$ cat src/rtl/vga_timing_pkg.sv
// vga_timing_pkg: shared mode description, standard VGA modes and total-length helper.
//   vga_mode_t      active/porch/sync lengths for both axes
//   MODE_640x480    640x480@60 (25 MHz pixel clock)
//   MODE_800x600    800x600@60 (40 MHz pixel clock)
//   mode_total()    active + front porch + sync + back porch
package vga_timing_pkg;

    typedef struct packed {
        int h_active;
        int h_fp;
        int h_sync;
        int h_bp;
        int v_active;
        int v_fp;
        int v_sync;
        int v_bp;
    } vga_mode_t;

    localparam vga_mode_t MODE_640x480 = '{640, 16, 96, 48, 480, 10, 2, 33};
    localparam vga_mode_t MODE_800x600 = '{800, 40, 128, 88, 600, 1, 4, 23};

    function automatic int mode_total(input int active, input int fp, input int sync, input int bp);
        return active + fp + sync + bp;
    endfunction

endpackage

$ cat src/rtl/vga_sync_delay.sv
// vga_sync_delay: LAT-stage shift register that advances only when i_shift is high.
//   GCLK     system clock
//   reset    asynchronous, active-high; every stage loads RST_VAL
//   i_shift  advance the pipeline by one stage
//   i_d      value entering the pipeline
//   o_q      value leaving the pipeline, LAT shifts after it entered
module vga_sync_delay #(
    parameter int             LAT     = 1,
    parameter int             W       = 3,
    parameter logic [W-1:0]   RST_VAL = '1
) (
    input  logic         GCLK,
    input  logic         reset,
    input  logic         i_shift,
    input  logic [W-1:0] i_d,
    output logic [W-1:0] o_q
);

    logic [W-1:0] r_sr [LAT];

    always_ff @(posedge GCLK or posedge reset) begin
        if (reset) begin
            for (int i = 0; i < LAT; i++) r_sr[i] <= RST_VAL;
        end else if (i_shift) begin
            r_sr[0] <= i_d;
            for (int i = 1; i < LAT; i++) r_sr[i] <= r_sr[i-1];
        end
    end

    assign o_q = r_sr[LAT-1];

endmodule

$ cat src/rtl/vga_timing_gen.sv
// vga_timing_gen: parametrised VGA raster timing generator with pixel-rate enable.
//   GCLK, reset        system clock, asynchronous active-high reset
//   en                 run enable; low freezes divider, counters and outputs
//   pix_en             one-GCLK pulse per pixel tick
//   col, row           undelayed scan coordinates (frame-buffer read address)
//   active             undelayed visible-area flag
//   hs, vs, blank      sync and blank, delayed PIPE_LAT pixel ticks to match BRAM latency
//   line_start         pulse with the pix_en that wraps col to 0
//   frame_start        pulse with the pix_en that wraps col and row to 0
//   frame_cnt          completed frames; only counts when VGA_TIMING_FRAME_CNT_EN is defined
module vga_timing_gen import vga_timing_pkg::*; #(
    parameter int  CLK_DIV  = 4,
    parameter int  H_ACTIVE = MODE_640x480.h_active,
    parameter int  H_FP     = MODE_640x480.h_fp,
    parameter int  H_SYNC   = MODE_640x480.h_sync,
    parameter int  H_BP     = MODE_640x480.h_bp,
    parameter int  V_ACTIVE = MODE_640x480.v_active,
    parameter int  V_FP     = MODE_640x480.v_fp,
    parameter int  V_SYNC   = MODE_640x480.v_sync,
    parameter int  V_BP     = MODE_640x480.v_bp,
    parameter bit  HS_POL   = 1'b0,
    parameter bit  VS_POL   = 1'b0,
    parameter int  PIPE_LAT = 1,
    parameter int  FCNT_W   = 8,
    localparam int H_TOTAL  = mode_total(H_ACTIVE, H_FP, H_SYNC, H_BP),
    localparam int V_TOTAL  = mode_total(V_ACTIVE, V_FP, V_SYNC, V_BP),
    localparam int CW       = $clog2(H_TOTAL),
    localparam int RW       = $clog2(V_TOTAL)
) (
    input  logic              GCLK,
    input  logic              reset,
    input  logic              en,
    output logic              pix_en,
    output logic [CW-1:0]     col,
    output logic [RW-1:0]     row,
    output logic              active,
    output logic              hs,
    output logic              vs,
    output logic              blank,
    output logic              line_start,
    output logic              frame_start,
    output logic [FCNT_W-1:0] frame_cnt
);

    localparam int         DW      = (CLK_DIV > 1) ? $clog2(CLK_DIV) : 1;
    localparam logic [2:0] RAW_RST = {~HS_POL, ~VS_POL, 1'b1};

    if (CLK_DIV < 1) begin : g_bad_div
        $error("vga_timing_gen: CLK_DIV must be at least 1");
    end
    if (H_SYNC == 0 || V_SYNC == 0) begin : g_bad_sync
        $error("vga_timing_gen: sync widths must be non-zero");
    end
    if (PIPE_LAT > 4) begin : g_bad_lat
        $error("vga_timing_gen: PIPE_LAT must be 0..4");
    end

    logic [DW-1:0] r_div;
    logic [CW-1:0] r_col;
    logic [RW-1:0] r_row;
    logic          r_active;
    logic          w_div_end;
    logic          w_col_end;
    logic          w_row_end;
    logic [CW-1:0] w_col_nxt;
    logic [RW-1:0] w_row_nxt;
    logic          w_hs_raw;
    logic          w_vs_raw;
    logic [2:0]    w_raw;

    assign w_div_end   = r_div == DW'(CLK_DIV - 1);
    assign w_col_end   = r_col == CW'(H_TOTAL - 1);
    assign w_row_end   = r_row == RW'(V_TOTAL - 1);
    assign pix_en      = en && w_div_end;
    assign line_start  = pix_en && w_col_end;
    assign frame_start = line_start && w_row_end;

    always_comb begin
        w_col_nxt = w_col_end ? '0 : r_col + 1'b1;
        w_row_nxt = !w_col_end ? r_row : w_row_end ? '0 : r_row + 1'b1;
    end

    always_ff @(posedge GCLK or posedge reset) begin
        if (reset) r_div <= '0;
        else if (en) r_div <= w_div_end ? '0 : r_div + 1'b1;
    end

    // active is registered from the next coordinates so it can reset to 0
    // while still tracking col/row exactly once the raster is running.
    always_ff @(posedge GCLK or posedge reset) begin
        if (reset) begin
            r_col    <= '0;
            r_row    <= '0;
            r_active <= 1'b0;
        end else if (pix_en) begin
            r_col    <= w_col_nxt;
            r_row    <= w_row_nxt;
            r_active <= int'(w_col_nxt) < H_ACTIVE && int'(w_row_nxt) < V_ACTIVE;
        end
    end

    assign col    = r_col;
    assign row    = r_row;
    assign active = r_active;

    assign w_hs_raw = (int'(r_col) >= H_ACTIVE + H_FP && int'(r_col) < H_ACTIVE + H_FP + H_SYNC) ? HS_POL : ~HS_POL;
    assign w_vs_raw = (int'(r_row) >= V_ACTIVE + V_FP && int'(r_row) < V_ACTIVE + V_FP + V_SYNC) ? VS_POL : ~VS_POL;
    assign w_raw    = {w_hs_raw, w_vs_raw, ~r_active};

    if (PIPE_LAT == 0) begin : g_nodelay
        assign {hs, vs, blank} = w_raw;
    end else begin : g_delay
        vga_sync_delay #(.LAT(PIPE_LAT), .W(3), .RST_VAL(RAW_RST)) u_delay (
            .GCLK    (GCLK),
            .reset   (reset),
            .i_shift (pix_en),
            .i_d     (w_raw),
            .o_q     ({hs, vs, blank})
        );
    end

`ifdef VGA_TIMING_FRAME_CNT_EN
    logic [FCNT_W-1:0] r_frame_cnt;

    always_ff @(posedge GCLK or posedge reset) begin
        if (reset) r_frame_cnt <= '0;
        else if (frame_start) r_frame_cnt <= r_frame_cnt + 1'b1;
    end

    assign frame_cnt = r_frame_cnt;
`else
    assign frame_cnt = '0;
`endif

endmodule

$ cat config.mk
export PLATFORM = sky130hd
export DESIGN_NAME = vga_timing_gen
export DESIGN_NICKNAME = d
export VERILOG_FILES = /design/src/rtl/vga_timing_pkg.sv /design/src/rtl/vga_sync_delay.sv /design/src/rtl/vga_timing_gen.sv
export SDC_FILE = /design/constraint.sdc
export NUM_CORES = 1
export LEC_CHECK = 0
export ABC_AREA = 1
export BUFFER_PORTS_ARGS = -buffer_cell sky130_fd_sc_hd__buf_2
export CAP_MARGIN = 20
export CORE_MARGIN = 2
export CORE_UTILIZATION = 60
export CTS_BUF_LIST = sky130_fd_sc_hd__clkbuf_8
export DETAILED_ROUTE_END_ITERATION = 7
export GPL_ROUTABILITY_DRIVEN = 0
export GPL_TIMING_DRIVEN = 0
export PLACE_DENSITY = 0.92
export SYNTH_ARGS = -nofsm -noshare
export SYNTH_HDL_FRONTEND = slang
export SYNTH_SLANG_ARGS = --single-unit
$ cat constraint.sdc
create_clock -name GCLK -period 2.9 [get_ports GCLK]
set_clock_uncertainty 0.1 [all_clocks]
set_input_delay 0.29 -clock GCLK [delete_from_list [all_inputs] [get_ports GCLK]]
set_output_delay 0.29 -clock GCLK [all_outputs]
set_load 0.03 [all_outputs]
==> qor.yml <==
clock_network:
  root_buffer: "clkbuf_8"
  clockBufferDepth: 2
  cts_tree: "built"
  cts_buffers: 3
  clk_latency_ns: 0.27
  htree_num_levels: 1
  clk_pin_slew_ns: 0.09
  cts_sinks: 26
floorplan:
  num_rows: 19
  die_h_um: 56.92
  dieArea_mm2: 0.003240
  core_area_mm2: 0.002710
  die_width_um: 56.92
  pin_count: 38
  start_util_pct: 62.00
finish:
  final_nets: 273
  mostFrequentLayoutCell: "nand2_1"
  multi_input_area_um2: 857.1
  drive_above_1_share_pct: 23.95
  n_antenna_cell: 0
  most-common-layout-cells: "nand2_1, buf_2, inv_1, nor2_1, dfrtp_1"
  synthToLayoutAreaGrowth_pct: 18.02
  fillers: 208
  regArea_um2: 654.4
  final_cell_area_mm2: 0.001983
  finalNonFillerCells: 294
critical_path:
  arrival_ns: 2.00
  start_kind: "flip-flop"
  path_class: "flip-flop to output pin"
  crit_path_end_kind: "output pin"
  required_ns: 2.51
  r2r_setup_slack_ns: 1.00
  critical_path.max_fanout: 9
pwr:
  clkPwrFrac_pct: 18.9
  switching_share_pct: 43.87
  switchingPower_w: 0.0005526
  intPower_w: 0.0007070
  ir_drop_v: 0.0006622
  sequentialPowerShare_pct: 42.0
  power_frac_comb_pct: 39.1
  leakage_nw: 1.037
  p_per_area_mw_per_mm2: 635.1
sta:
  timing.fmax_mhz: 419.2
  period_share_pct: 82.25
  period_needed_ns: 2.385
  fin_setup_tns_ns: 0
  drv_slew: 0
  finalHoldViolCount: 0
  rsz0062_at_grt: "false"
  setup_violations: 0
yosys:
  ys_seq_area_share_pct: 38.94
  syn_avg_cell_area_um2: 7.603
  synth_cells: 221
  netlist_area_mm2: 0.001680
  ys_types: 32
  yosys.area.top_type_share_pct: 34.25
  ys_ff_latch: 26
  yosysWarnings: 0
  netlist.top_cell.by_area: "dfrtp_1"
  synth_area_leaders: "dfrtp_1, nand2_1, inv_1"
grt:
  grt_max_degree: 27
  grt-ovfl-total: 0
  grt_pass1_wl_mm: 5.975
  grt.total_usage_pct: 23.62
  antenna_found_initial: 0
  grt_pass1_vias: 1379
placement:
  place_area_mm2: 0.001891
  dp_cells: 288
  io_buffers: 29
  post-dp-hpwl_mm: 2.639
detailed_routing:
  ant_nets: 0
  drc: 0
  drt-wirelength-per-cell_um: 12.16
  drt-initial-drc-count: 63
  viasPerCell: 5.282
  wl_mm: 3.576
  vias: 1553
  first_pass_iters: 4
flow_run:
  cap_violations: 0
min_path:
  hp-class: "input pin to flip-flop"
run_status:
  status: "completed"
registers in the layout (all words and copies together) (netlist names):
register,count
r_div,2
col,10
row,10
active,1
g_delay.u_delay.o_q,3
worst max-delay path, cell delays in order (launching register included):
cell and delay, ns:
dfrtp_1 0.42, ha_1 0.20, nand2_1 0.14, nor2_4 0.15, inv_2 0.08, nor2_8 0.17, nand2_1 0.13, nor2_2 0.20
buf_2 0.24
final cells by class:
| cell class | count | share of cell area (%) |
|---|---|---|
| repair buffers | 31 | 9.211 |
| well taps | 31 | 1.956 |
| flip-flops and latches | 26 | 33.00 |
| multi-input cells | 158 | 43.22 |
| inverters | 34 | 6.435 |
| clock buffers | 4 | 2.776 |
| plain buffers | 10 | 3.407 |
synth_stat cells:
| cell | number |
|---|---|
| o21bai_1 | 1 |
| mux2_2 | 1 |
| nand3_4 | 1 |
| conb_1 | 1 |
| nor2_2 | 3 |
| dfrtp_1 | 23 |
| o21a_1 | 1 |
| nor2_8 | 2 |
| nor3_4 | 1 |
| o2111ai_1 | 1 |
| xor2_1 | 2 |
| a21oi_1 | 3 |
| dfstp_2 | 3 |
| nor3_1 | 8 |
| nand4_1 | 6 |
| nor2_1 | 23 |
| clkinv_1 | 1 |
| nor2_4 | 2 |
| o21ai_1 | 3 |
| nand3_2 | 1 |
| inv_2 | 5 |
| nand2_1 | 46 |
| buf_4 | 8 |
| nand2_2 | 1 |
| inv_1 | 28 |
| o21ai_0 | 14 |
| nor4_1 | 3 |
| nand3_1 | 18 |
| a31oi_1 | 2 |
| nor3_2 | 1 |
| ha_1 | 6 |
| clkbuf_1 | 2 |
stage by stage:
step	total power, W	util [%]	setup WS (ns)	hold slack, ns
after floorplan	0.0008874	-	0.8160	0.2278
after global placement	0.001001	69.76	0.8786	0.3499
after detailed placement	0.001020	69.76	0.8721	0.3765
after CTS	0.001260	71.79	0.5271	0.1658
after global routing	0.001343	73.18	0.3752	0.1947
final	0.001260	73.18	0.5147	0.1872
layer usage:
layer	share of wire [%]	vias up	GRT usage, %
li1	-	786	-
met1	43	698	30.47
met2	48	61	39.41
met3	6.7	8	2.995
met4	1.9	0	10.96
met5	0	-	0
power groups by stage:
stage               Sequential, W  Combinational (W)  Clock [W]
global placement         0.000531           0.000471          0
finish                   0.000529           0.000492   0.000238
detailed placement       0.000536           0.000485          0
floorplan                0.000647           0.000240          0
CTS                      0.000530           0.000490   0.000240
global route             0.000545           0.000540   0.000258
worst paths after layout:
path,end,startpoint,cells after the start
min in group asynchronous,col[6],reset,3
min,r_div[0],en,2
max reg2reg,active,col[0],10
max,frame_start,col[0],8
max in group asynchronous,g_delay.u_delay.o_q[0],reset,4
min reg2reg,g_delay.u_delay.o_q[0],active,1
cell families (layout without fill, tap and decap cells):
family	after synthesis	in the layout	synth area share, %
xor gates and xnor gates	2	2	1.043
buffers and inverters	44	79	11.62
muxes	1	1	0.6701
DFF	26	26	38.94
other	1	8	0.2232
adders and majority gates	6	6	4.467
AOI/OAI and AO/OA	25	25	8.116
and+or+nand+nor	116	116	34.92
what timing repair did:
action / in CTS / in global routing
resized for setup: 0 / 0
setup buffers: 0 / 0
hold buffers: 0 / 1
endpoints found under the hold margin: 0 / 4
(Power assumes the default switching activity.)
